`config.mk`:
```
export PLATFORM = sky130hd
export DESIGN_NAME = board_input_conditioner
export DESIGN_NICKNAME = d
export VERILOG_FILES = /design/src/rtl/board_io_pkg.sv /design/src/rtl/board_input_debounce_chan.sv /design/src/rtl/board_input_conditioner.sv
export SDC_FILE = /design/constraint.sdc
export NUM_CORES = 1
export LEC_CHECK = 0
export CAP_MARGIN = 30
export CORE_ASPECT_RATIO = 0.7
export CORE_MARGIN = 2
export CORE_UTILIZATION = 54
export DETAILED_ROUTE_END_ITERATION = 8
export GPL_TIMING_DRIVEN = 0
export PLACE_DENSITY = 0.77
export RECOVER_POWER = 50
export SYNTH_ARGS = -nofsm -noshare
export SYNTH_HDL_FRONTEND = slang
export SYNTH_HIERARCHICAL = 1
export SYNTH_SLANG_ARGS = --single-unit
```
`constraint.sdc`:
```
create_clock -name clk_sys_i -period 1.7 [get_ports clk_sys_i]
set_input_delay 0.34 -clock clk_sys_i [delete_from_list [all_inputs] [get_ports clk_sys_i]]
set_output_delay 0.34 -clock clk_sys_i [all_outputs]
set_load 0.01 [all_outputs]
```
`src/rtl/board_io_pkg.sv`:
```
// board_io_pkg: debounce length defaults for the board input conditioner at common system clocks
package board_io_pkg;

    localparam int unsigned DebounceMs = 10;
    localparam int unsigned DebounceCycles50MHz = 500_000;
    localparam int unsigned DebounceCycles100MHz = 1_000_000;

    function automatic int unsigned debounce_cycles(input int unsigned clk_khz, input int unsigned ms);
        return clk_khz * ms;
    endfunction

endpackage

```
`src/rtl/board_input_debounce_chan.sv`:
```
// board_input_debounce_chan: one input channel of synchroniser, debounce counter, stable-level edges and sticky event
module board_input_debounce_chan
    import board_io_pkg::*;
#(
    parameter int unsigned DebounceCycles = DebounceCycles50MHz,
    parameter int unsigned CntWidth = $clog2(DebounceCycles + 1)
) (
    input  logic clk_sys_i,
    input  logic rst_sys_ni,
    input  logic raw_i,
    input  logic event_clr_i,
    output logic stable_o,
    output logic rise_o,
    output logic fall_o,
    output logic event_o
);

    localparam logic [CntWidth-1:0] CntMax = CntWidth'(DebounceCycles - 1);

    logic sync1_q, sync_q, stable_q, rise_q, fall_q, event_q;
    logic [CntWidth-1:0] cnt_q;
    logic differ, flip;

    assign differ = sync_q != stable_q;
    assign flip = differ && cnt_q == CntMax;

    // rise/fall are registered alongside stable_q so they coincide with the new level
    always_ff @(posedge clk_sys_i or negedge rst_sys_ni) begin
        if (!rst_sys_ni) begin
            sync1_q  <= 1'b0;
            sync_q   <= 1'b0;
            stable_q <= 1'b0;
            cnt_q    <= '0;
            rise_q   <= 1'b0;
            fall_q   <= 1'b0;
            event_q  <= 1'b0;
        end else begin
            sync1_q  <= raw_i;
            sync_q   <= sync1_q;
            cnt_q    <= (differ && !flip) ? cnt_q + 1'b1 : '0;
            stable_q <= flip ? sync_q : stable_q;
            rise_q   <= flip & sync_q;
            fall_q   <= flip & ~sync_q;
            event_q  <= rise_q | fall_q | (event_q & ~event_clr_i);
        end
    end

    assign stable_o = stable_q;
    assign rise_o = rise_q;
    assign fall_o = fall_q;
    assign event_o = event_q;

endmodule

```
`src/rtl/board_input_conditioner.sv`:
```
// board_input_conditioner: per-channel debounced board inputs with polarity, edge pulses, sticky events and interrupt
module board_input_conditioner
    import board_io_pkg::*;
#(
    parameter int unsigned NumIn = 8,
    parameter int unsigned DebounceCycles = DebounceCycles50MHz,
    parameter logic [NumIn-1:0] InvertMask = '0,
    localparam int unsigned CntWidth = $clog2(DebounceCycles + 1)
) (
    input  logic             clk_sys_i,
    input  logic             rst_sys_ni,
    input  logic [NumIn-1:0] raw_i,
    output logic [NumIn-1:0] level_o,
    output logic [NumIn-1:0] rise_o,
    output logic [NumIn-1:0] fall_o,
    output logic [NumIn-1:0] event_o,
    input  logic [NumIn-1:0] event_clr_i,
    input  logic [NumIn-1:0] irq_en_i,
    output logic             irq_o
);

    logic [NumIn-1:0] stable, stable_rise, stable_fall;
    logic irq_q;

    for (genvar i = 0; i < NumIn; i++) begin : g_chan
        board_input_debounce_chan #(
            .DebounceCycles(DebounceCycles),
            .CntWidth      (CntWidth)
        ) u_chan (
            .clk_sys_i  (clk_sys_i),
            .rst_sys_ni (rst_sys_ni),
            .raw_i      (raw_i[i]),
            .event_clr_i(event_clr_i[i]),
            .stable_o   (stable[i]),
            .rise_o     (stable_rise[i]),
            .fall_o     (stable_fall[i]),
            .event_o    (event_o[i])
        );
    end

    // inversion swaps which stable transition is a rise of the output level
    assign level_o = stable ^ InvertMask;
    assign rise_o = (stable_rise & ~InvertMask) | (stable_fall & InvertMask);
    assign fall_o = (stable_fall & ~InvertMask) | (stable_rise & InvertMask);

    always_ff @(posedge clk_sys_i or negedge rst_sys_ni) begin
        if (!rst_sys_ni) irq_q <= 1'b0;
        else irq_q <= |(event_o & irq_en_i);
    end

    assign irq_o = irq_q;

endmodule

```
Yosys cells after proc, flatten, opt, wreduce, memory -nomap -nowiden
Index checks and enable logic that the tools add are counted.
{"block": "op_classes", "n_addsub": 8, "eq_ne": 16, "n_mux": 8, "bitwise_logic": 57, "reduce_logical": 25}
{"operator": "$add 19x1->19 const B", "n": 8}
{"operator": "$eq 19x19->1 const B", "n": 8}
{"operator": "$mux 19", "n": 8}
{"operator": "$and 1x1->1", "n": 24}
{"operator": "$logic_and 1x1->1", "n": 16}
{"operator": "$not 1->1", "n": 16}
{"operator": "$or 1x1->1", "n": 16}
{"operator": "$and 8x8->8", "n": 1}
{"operator": "$logic_not 1->1", "n": 8}
{"operator": "$ne 1x1->1", "n": 8}
{"operator": "$reduce_or 8->1", "n": 1}
{"block": "totals", "regBits": 201, "input_bits": 26}

Longest topological paths before layout
Gate-level depths: netlist (run 1).
{"block": "logic_depth", "ltp_word": 5, "depth_mapped": 6}

Hierarchy
The synthesis (run 1) kept the hierarchy.
{"mod": "board_input_debounce_chan (g_chan[0].u_chan ...)", "n_inst": 7, "cells_each": 111, "area_per_inst_um2": 1152.4}
{"mod": "board_input_debounce_chan (g_chan[3].u_chan)", "n_inst": 1, "cells_each": 111, "area_per_inst_um2": 1142.3}
{"mod": "board_input_conditioner", "n_inst": 1, "cells_each": 6, "area_per_inst_um2": 61.3}

Least setup slack after synthesis (run 1)
Ideal clock, no wire load.
{"block": "synth_path", "path_kind": "reg-to-reg", "start": "reg g_chan[3].u_chan.cnt_q[5]", "end": "reg g_chan[3].u_chan.cnt_q[17]", "arrival_time_ps": 1776, "t_required_ps": 1620, "setup_slack_ps": -156, "path_stages_with_launch": 6, "path_buffers": 1, "cell_sequence": "dfrtp_1 -> nand4_2 -> or4_1 -> buf_2 -> or4_1 -> a21oi_1"}
{"block": "synth_between", "elab_chain_len": 5, "elab_cells_between_ends": 6, "classes_between": "1 x add/sub; 1 x eq/ne; 1 x mux; 3 x reduce/logical"}
{"item": "start: declaration", "line_no": "board_input_debounce_chan.sv:21", "rtl": "logic [CntWidth-1:0] cnt_q;"}
{"item": "start signal: assignment", "line_no": "board_input_debounce_chan.sv:40", "rtl": "cnt_q <= (differ && !flip) ? cnt_q + 1'b1 : '0;"}
{"item": "branches (longest 4 deep; another with $add 19x1->19)"}
{"item": "$mux 19 *", "line_no": "board_input_debounce_chan.sv:40"}
Every way passes the cells marked *.
A chain may end at the register's enable or synchronous reset.

Worst setup path in the final report (run 1)
{"block": "layout_path", "start": "reg g_chan[6].u_chan.cnt_q[8]", "end": "reg g_chan[6].u_chan.cnt_q[13]"}
{"block": "layout_between", "elab_chain_len": 5, "elab_cells_between_ends": 6, "classes_between": "1 x add/sub; 1 x eq/ne; 1 x mux; 3 x reduce/logical"}
{"item": "start: declaration", "line_no": "board_input_debounce_chan.sv:21"}
{"item": "start signal: assignment", "line_no": "board_input_debounce_chan.sv:40"}
{"item": "branches (longest 4 deep; another with $add 19x1->19)"}
{"item": "$mux 19 *", "line_no": "board_input_debounce_chan.sv:40"}
Marked as above.

==> reports/metrics.csv, run 1 <==
metric,value,unit
synthCells,894,
synth_xor_area_share,9.826,%
grt.overflow.total,0,
gp_congestion,0.7995,
period_needed,1.883,ns
dp_hpwl,12.35,mm
fin_ws,-0.1831,ns
netSwitchingFraction,22.41,%
via_count,8344,
io_pins,59,
hold_viol_final,0,
crit_type,register to register,
crit_path_max_incr_delay,0.62,ns
ant_nets,0,
ctsHtreeMaxLevel,1,
power.leakage,5.865,nW
syn_avg_cell_area,10.37,µm²
finalPower,10.57,mW
grt_usage,26.52,%
synth_top_area_share,54.26,%
grt_max_degree,117,
synth-compound-area-share,6.101,%
fin_crit_sh,110.8,%
n_antenna_cell,0,
area_delta_synth_final,46.96,%
netlist_top_cells_area,"dfrtp_1 (54%), xnor2_1 (5.4%), nor2_1 (5.2%)",
wl_per_cell,19.56,µm
clock_latency,0.52,ns
cts_tree,built,
numCtsBuffers,21,
start_kind,register,
worst_slew_margin_rel,55.87,%
cp_top_family,simple AND/OR/NAND/NOR gates,
final_cells,1414,
tightest_slew,0.6620,ns
die-area,18250,µm²
outcome,"finished, violations left",
placed_cells,1184,
synth.area.mux_share,0.9718,%
met3_usage,3.600,%
port_buffers,58,
worstPathMaxFanout,6,
avgViaCountPerCell,5.901,
worst_hold_path_type,register to register,
synth_top_area_cell,dfrtp_1,
grt.met1_usage,36.17,%
die_width,160.6,µm
vdd_ir_drop_max,0.7473,mV
syn_area,9270,µm²
cts_max_path_buffers,3,
synth_edf_count,0,
synthSimpleGateAreaFrac,25.71,%
p_sw,2.368,mW
violations,negative setup slack,
worstPathCellList,"nand4_4, or4_4, buf_6, or3_1, a21oi_1",
rsz0062_at_grt,true,
pwr-share-clk,47.6,%
synth_top_family_by_area,simple AND/OR/NAND/NOR gates,
routed_wl,27.66,mm
initial_utilization,54.64,%
power_frac_comb,5.7,%
arrival,2.31,ns
ys_seq_area_share,54.26,%
final_common_cell,dfrtp_1,
antenna_found_initial,0,
grt_pass1_wl,39.74,mm
drive_above_1_share,39.56,%
synth_fa_ha_area_share,1.080,%
grt-busiest-layer,met2,
ys.warnings.count,6,
nNetsFinal,1202,
drv_slew,0,
final_cell_mix,"dfrtp_1 (162), buf_4 (157), nor2_1 (119), xnor2_1 (54), xor2_1 (46)",
synthArstFlopShare,100.0,%
core,16970,µm²
clk_pin_slew,0.08,ns
clock_skew,0.03091,ns
grt_pass1_vias,8028,
syn_nets,928,
drtPass1Iterations,5,
power.internal,8.198,mW
seqPwrFrac,46.7,%
num_rows,40,
drc_errors,0,
fmax,531.0,MHz
fp.dieH,113.6,µm
p_per_area,775.6,nW/µm²
finalSetupViolations,68,
path_buf_inv,1,
ys_seq_elements,201,
clock_sinks,201,
drtIter0Drc,814,
synth-main-ff-cell,dfrtp_1,
cts-root-buf,clkbuf_16,
ys_types,28,
fin_hold_ws,0.3507,ns
critPathRequiredTime,2.13,ns
crit_path_end_kind,register,
crit_slowest_cell,or4_4,
use_met2,44.51,%
drv_cap,0,
## registers in the layout, summed over array words and instances (netlist names)
name / cells
g_chan.u_chan/sync1_q: 8
g_chan.u_chan/stable_o: 8
g_chan.u_chan/cnt_q: 152
g_chan.u_chan/sync_q: 8
g_chan.u_chan/rise_o: 8
irq_o: 1
g_chan.u_chan/fall_o: 8
g_chan.u_chan/event_o: 8
## per-layer routing
layer / part of all wire [%] / routed length (µm)
met1: 41 / 11230
met2: 50 / 13970
met3: 4.8 / 1320
met4: 4.1 / 1144
met5: 0 / 0
## synth_stat cells (all sizes together) (15+ instances only)
master,n
nand3,41
inv,32
nor2,128
or3,32
nand2,48
xor2,47
or4,31
nor3b,24
nand4,49
nor4,24
o31ai,22
xnor2,57
o21ai,34
and3,15
dfrtp,201
nor3,17
a21oi,40
## path summary, 6_finish.rpt
path | from | endpoint | slack, ns | cells after the start
worst min register to register | g_chan[0].u_chan/sync1_q$_DFF_PN0_ | g_chan[0].u_chan/sync_q$_DFF_PN0_ | 0.35 | 0
min in group asynchronous | rst_sys_ni | g_chan[2].u_chan/cnt_q[17]$_DFF_PN0_ | 0.43 | 2
worst max-delay path | g_chan[6].u_chan/cnt_q[8]$_DFF_PN0_ | g_chan[6].u_chan/cnt_q[13]$_DFF_PN0_ | -0.18 | 5
max in group asynchronous | rst_sys_ni | g_chan[7].u_chan/cnt_q[2]$_DFF_PN0_ | 0.18 | 3
worst min-delay path | g_chan[0].u_chan/sync1_q$_DFF_PN0_ | g_chan[0].u_chan/sync_q$_DFF_PN0_ | 0.35 | 0
worst max register to register | g_chan[6].u_chan/cnt_q[8]$_DFF_PN0_ | g_chan[6].u_chan/cnt_q[13]$_DFF_PN0_ | -0.18 | 5
## through the flow
stage / setup WS, ns / cell area, µm² / TNS, ns / utilization, %
after floorplan: -0.1365 / 9405 / -1.617 / -
after global placement: -8.054 / 10270 / -1641.28 / 60.56
after detailed placement: -0.3871 / 10310 / -31.18 / 60.75
after CTS: -0.1647 / 12600 / -1.487 / 74.27
after global routing: -0.2601 / 13620 / -11.41 / 80.30
final: -0.1831 / 13620 / -4.172 / 80.30
## final cells by class
class                   instances  area (µm²)
well taps                     231       289.0
multi-input cells             645        5039
clock inverters                 8       132.6
clock buffers                  30       629.4
repair buffers                259        2237
flip-flops and latches        201        5079
inverters                      32       120.1
plain buffers                   8       97.59
fillers                       944        3343
## power groups by stage
stage                     clock [mW]  sequential [mW]  combinational [mW]
after global routing            5.28             4.94               0.656
final                           5.03             4.93               0.604
after floorplan                    0             4.99               0.131
after CTS                       5.03             4.92               0.496
after detailed placement           0             5.01               0.336
after global placement             0             5.01               0.317
## worst reg2reg max path: cells and delay by family (launching register included)
family,cells,cell delay (ns)
flops,1,0.42
compound gates,1,0.20
simple gates,3,1.05
buf+inv,1,0.15
## cells by family after synthesis
logic type	after synthesis
buffers and inverters	48
muxes	8
adders and majority gates	8
AOI/OAI and AO/OA	100
DFF	201
xor gates and xnor gates	104
and+or+nand+nor	425
## what timing repair did
| item | in CTS | in global routing |
|---|---|---|
| hold endpoints to repair | 85 | 0 |
| setup endpoints to repair | 157 | 160 |
| hold buffers | 1 | 0 |
| pin swaps | 60 | 81 |
| buffers inserted | 152 | 48 |
| cloned | 0 | 2 |
| gates resized for setup | 157 | 172 |
Note: power is estimated with default switching activity, not from simulation.
==> inputs of run 2 (changes only) <==
Settings changed: CORE_UTILIZATION 54 to 45, PLACE_DENSITY 0.77 to 0.66, SETUP_SLACK_MARGIN set to 0.15.
==> run 2 against run 1 <==
  * The run still ends with negative setup slack left
  * Final area increased by 6.2%
  * Worst setup slack lost 0.021 ns
  * Non-clock buffer count rose by 35
  * Critical endpoint is now g_chan[6].u_chan/cnt_q[17]$_DFF_PN0_
  * Die area increased by 19%
  * Power decreased by 6.6%
  * Wire length down 1.6%
  * Sequential share of layout area shrank 2.2 points
  * Clock-buffer cell count shrank 2
==> reports/metrics.csv, run 2 (synthesis gave the netlist of run 1 again) <==
metric,value,unit
outcome,"finished, violations left",
violations,negative setup slack,
grt_pass1_vias,7852,
area_delta_synth_final,56.00,%
fin_hold_ws,0.3475,ns
cts-root-buf,clkbuf_16,
n_antenna_cell,0,
crit_path_max_incr_delay,0.54,ns
final_cell_mix,"dfrtp_1 (164), buf_4 (152), buf_6 (66), xnor2_1 (51), nor2_1 (49)",
gp_congestion,0.7921,
nNetsFinal,1237,
final_cells,1486,
pre_cts_ws,-0.3452,ns
drc_errors,0,
dp_hpwl,12.37,mm
vdd_ir_drop_max,0.5696,mV
via_count,8253,
drtIter0Drc,775,
crit_slowest_cell,or4_4,
arrival,2.34,ns
drv_slew,0,
num-fill-cells,1285,
cts_tree,built,
seqCellArea,5076,µm²
placed_area,10390,µm²
drive_above_1_share,46.96,%
clock_latency,0.51,ns
io_pins,59,
clock_skew,0.008859,ns
crit_path_end_kind,register,
tns,-5.773,ns
hold_viol_final,0,
design_area,14460,µm²
num_rows,43,
ant_nets,0,
avgViaCountPerCell,5.554,
path_buf_inv,1,
final_common_cell,dfrtp_1,
finalSetupViolations,93,
worstPathMaxFanout,4,
port_buffers,58,
cp_top_family,simple AND/OR/NAND/NOR gates,
initial_utilization,46.32,%
fin_crit_sh,112.0,%
fin_ws,-0.2036,ns
grt.overflow.total,0,
cts_max_path_buffers,3,
largest_reg_flops,152,
final_util,72.26,%
critPathRequiredTime,2.14,ns
crit_type,register to register,
wl_per_cell,18.32,µm
p_per_area,682.4,nW/µm²
period_needed,1.904,ns
clock_sinks,201,
crit_path_frequent_cell,or4_4,
numCtsBuffers,21,
routed_wl,27.22,mm
fmax,525.3,MHz
drv_cap,0,
clk_pin_slew,0.06,ns
finalPower,9.869,mW
top_register,g_chan.u_chan/cnt_q,
drtPass1Iterations,5,
worst_hold_path_type,register to register,
grt_usage,22.42,%
rsz0062_at_grt,true,
grt_pass1_wl,39.67,mm
placed_cells,1223,
core,20010,µm²
die_width,175.6,µm
worst_slew_margin_rel,21.32,%
ctsHtreeMaxLevel,1,
start_kind,register,
worstPathCellList,"nand2_2, or4_4, buf_6, or4_4, a21oi_2",
tightest_slew,1.180,ns
grt_max_degree,115,
die-area,21780,µm²
antenna_found_initial,1,
power.leakage,6.091,nW
multi_input_area,5508,µm²
fp.dieH,124.1,µm
[run 2: where the power goes]
| group | internal, mW | switching [mW] | total (mW) |
|---|---|---|---|
| Combinational | 0.291 | 0.335 | 0.625 |
| Sequential | 4.85 | 0.0878 | 4.94 |
| Clock | 2.40 | 1.90 | 4.30 |
[run 2: final cells by class]
| type | count | share of cell area [%] |
|---|---|---|
| multi-input cells | 645 | 38.09 |
| repair buffers | 286 | 17.86 |
| clock buffers | 28 | 4.023 |
| inverters | 32 | 0.8306 |
| plain buffers | 16 | 1.445 |
| well taps | 270 | 2.336 |
| clock inverters | 8 | 0.3201 |
| flip-flops and latches | 201 | 35.10 |
[run 2: what timing repair did]
item | CTS | global route
gates resized for setup | 247 | 224
endpoints found under the hold margin | 87 | 0
buffers inserted | 171 | 49
endpoints found under the setup margin | 209 | 302
hold buffers | 1 | 0
pin swaps | 102 | 93
gates cloned | 8 | 1
[run 2: per-layer routing]
layer | up-vias | wire length (µm) | share of wire [%] | GRT usage [%]
met5 | - | 13 | 0.048 | 0
met4 | 2 | 762 | 2.8 | 5.992
met3 | 64 | 970 | 3.6 | 3.449
met2 | 203 | 13280 | 49 | 36.34
met1 | 4151 | 12190 | 45 | 31.76
li1 | 3833 | - | - | -
[run 2: worst reg2reg max path: cells and delay by family (launching register included)]
| family | cells | cell delay [ns] |
|---|---|---|
| and+or+nand+nor | 3 | 1.11 |
| DFF | 1 | 0.44 |
| buffers and inverters | 1 | 0.16 |
| AOI/OAI and AO/OA | 1 | 0.13 |
[run 2: final timing paths]
path | startpoint | to | slack, ns | cells after the start
max | g_chan[6].u_chan/cnt_q[0]$_DFF_PN0_ | g_chan[6].u_chan/cnt_q[17]$_DFF_PN0_ | -0.20 | 5
min | g_chan[5].u_chan/sync1_q$_DFF_PN0_ | g_chan[5].u_chan/sync_q$_DFF_PN0_ | 0.35 | 0
max reg2reg | g_chan[6].u_chan/cnt_q[0]$_DFF_PN0_ | g_chan[6].u_chan/cnt_q[17]$_DFF_PN0_ | -0.20 | 5
min reg2reg | g_chan[5].u_chan/sync1_q$_DFF_PN0_ | g_chan[5].u_chan/sync_q$_DFF_PN0_ | 0.35 | 0
max in group asynchronous | rst_sys_ni | g_chan[4].u_chan/cnt_q[2]$_DFF_PN0_ | 0.07 | 3
min in group asynchronous | rst_sys_ni | g_chan[4].u_chan/sync1_q$_DFF_PN0_ | 0.62 | 2
==> inputs of run 3 (changes only) <==
Settings changed: RECOVER_POWER 50 to 25.
==> run 3 against run 2 <==
  * The run still ends with negative setup slack left
  * Via count about the same
  * Final area about the same
  * Critical path depth unchanged
  * Utilization about the same
  * Critical endpoint unchanged
  * Sequential cell count unchanged
  * Wire length decreased by 0.18%
  * Largest cell class unchanged
==> reports/metrics.csv, run 3 (synthesis gave the netlist of run 1 again) <==
metric,value,unit
final_util,72.27,%
crit_slowest_cell,or4_4,
cts-root-buf,clkbuf_16,
avgViaCountPerCell,5.548,
r2r_cells,5,
rsz0062_at_grt,true,
drc_errors,0,
design_area,14470,µm²
finalSetupViolations,92,
fin_ws,-0.2039,ns
clock_skew,0.008816,ns
grt_pass1_wl,39.67,mm
gp_congestion,0.7921,
r2r-start,g_chan[6].u_chan/cnt_q[0]$_DFF_PN0_,
final_cell_mix,"dfrtp_1 (164), buf_4 (153), buf_6 (66), xnor2_1 (51), nor2_1 (49)",
worstPathCellList,"nand2_2, or4_4, buf_6, or4_4, a21oi_2",
clock_latency,0.51,ns
power.leakage,6.095,nW
crit_path_end_kind,register,
routed_wl,27.17,mm
startpoint,g_chan[6].u_chan/cnt_q[0]$_DFF_PN0_,
multi_input_area,5508,µm²
power.internal,7.549,mW
crit_type,register to register,
vdd_ir_drop_max,0.5696,mV
die_width,175.6,µm
use_met2,36.34,%
power_frac_comb,6.3,%
io_pins,59,
p_sw,2.316,mW
worst_slew_margin_rel,21.32,%
numCtsBuffers,21,
grt_max_degree,115,
violations,negative setup slack,
grt.overflow.total,0,
tns,-5.807,ns
antenna_found_initial,1,
placed_area,10390,µm²
drv_cap,0,
worst_hold_path_type,register to register,
outcome,"finished, violations left",
hold_viol_final,0,
drive_above_1_share,47.04,%
seqCellArea,5076,µm²
via_count,8245,
drtIter0Drc,763,
grt.met1_usage,31.76,%
min_from,g_chan[5].u_chan/sync1_q$_DFF_PN0_,
path_buf_inv,1,
crit_path_frequent_cell,or4_4,
hold_path_depth,0,
fin_crit_sh,112.0,%
num_rows,43,
grt-busiest-layer,met2,
initial_utilization,46.32,%
core,20010,µm²
p_per_area,682.0,nW/µm²
drv_slew,0,
crit_path_max_incr_delay,0.54,ns
fp.dieH,124.1,µm
met3_usage,3.449,%
grt_pass1_vias,7852,
arrival,2.34,ns
port_buffers,58,
pwr-share-clk,43.6,%
n_antenna_cell,0,
ff2ff_setup_slack,-0.20,ns
ctsHtreeMaxLevel,1,
die-area,21780,µm²
critPathRequiredTime,2.14,ns
nNetsFinal,1237,
start_kind,register,
hold_end,g_chan[5].u_chan/sync_q$_DFF_PN0_,
largest_reg_flops,152,
tightest_slew,1.180,ns
num-fill-cells,1284,
clock_sinks,201,
top_register,g_chan.u_chan/cnt_q,
wl_per_cell,18.28,µm
cp_top_family,simple AND/OR/NAND/NOR gates,
drtPass1Iterations,5,
ant_nets,0,
netSwitchingFraction,23.48,%
final_common_cell,dfrtp_1,
grt_usage,22.42,%
clk_pin_slew,0.06,ns
fmax,525.2,MHz
area_delta_synth_final,56.04,%
r2r-end,g_chan[6].u_chan/cnt_q[17]$_DFF_PN0_,
period_needed,1.904,ns
seqPwrFrac,50.1,%
cts_max_path_buffers,3,
worstPathMaxFanout,4,
dp_hpwl,12.37,mm
cts_tree,built,
-- run 3: cell type report --
cell class	count	share of cell area, %
plain buffers	16	1.445
inverters	32	0.8304
repair buffers	286	17.88
flip-flops and latches	201	35.09
multi-input cells	645	38.08
clock buffers	28	4.022
well taps	270	2.335
clock inverters	8	0.3200
-- run 3: power by group through the flow --
stage	sequential [mW]	combinational [mW]	clock [mW]
2_1_floorplan	4.99	0.139	0
3_3_place_gp	5.01	0.332	0
3_5_place_dp	5.01	0.346	0
4_1_cts	4.93	0.508	4.37
5_1_grt	4.95	0.680	4.62
6_report	4.94	0.625	4.30
-- run 3: timing repair --
item / 4_1_cts / 5_1_grt
hold endpoints to repair: 87 / 0
pin swaps: 102 / 93
endpoints found under the setup margin: 209 / 302
hold buffers: 1 / 0
cloned: 8 / 1
buffers inserted: 171 / 49
gates resized for setup: 247 / 224
-- run 3: worst max-delay path by stage --
stage | to | slack (ns) | cells after the start
finish | g_chan[6].u_chan/cnt_q[17]$_DFF_PN0_ | -0.20 | 5
CTS | g_chan[7].u_chan/cnt_q[17]$_DFF_PN0_ | -0.14 | 5
floorplan | g_chan[3].u_chan/cnt_q[17]$_DFF_PN0_ | -0.14 | 5
global route | g_chan[6].u_chan/cnt_q[17]$_DFF_PN0_ | -0.24 | 5
global placement | g_chan[6].u_chan/sync1_q$_DFF_PN0_ | -8.31 | 1
detailed placement | g_chan[3].u_chan/cnt_q[16]$_DFF_PN0_ | -0.35 | 5
-- run 3: worst reg2reg max path, delay by kind of cell, from the launching register on --
| family | cells | cell delay (ns) |
|---|---|---|
| compound gates | 1 | 0.13 |
| flops | 1 | 0.44 |
| buf+inv | 1 | 0.16 |
| simple gates | 3 | 1.11 |
-- run 3: per-layer routing --
metal	routed length [µm]	part of all wire (%)
met2	13290	49
met1	12170	45
met5	13	0.048
met4	759	2.8
met3	943	3.5
-- run 3: through the flow --
stage / total power [mW] / instances / hold WS (ns) / worst slack [ns]
after global placement: 5.341 / 1222 / 0.3334 / -8.309
after floorplan: 5.130 / 894 / 0.04441 / -0.1365
after global routing: 10.24 / 1486 / 0.3561 / -0.2425
final: 9.865 / 1486 / 0.3475 / -0.2039
after detailed placement: 5.352 / 1223 / 0.3356 / -0.3452
after CTS: 9.810 / 1439 / 0.2563 / -0.1376
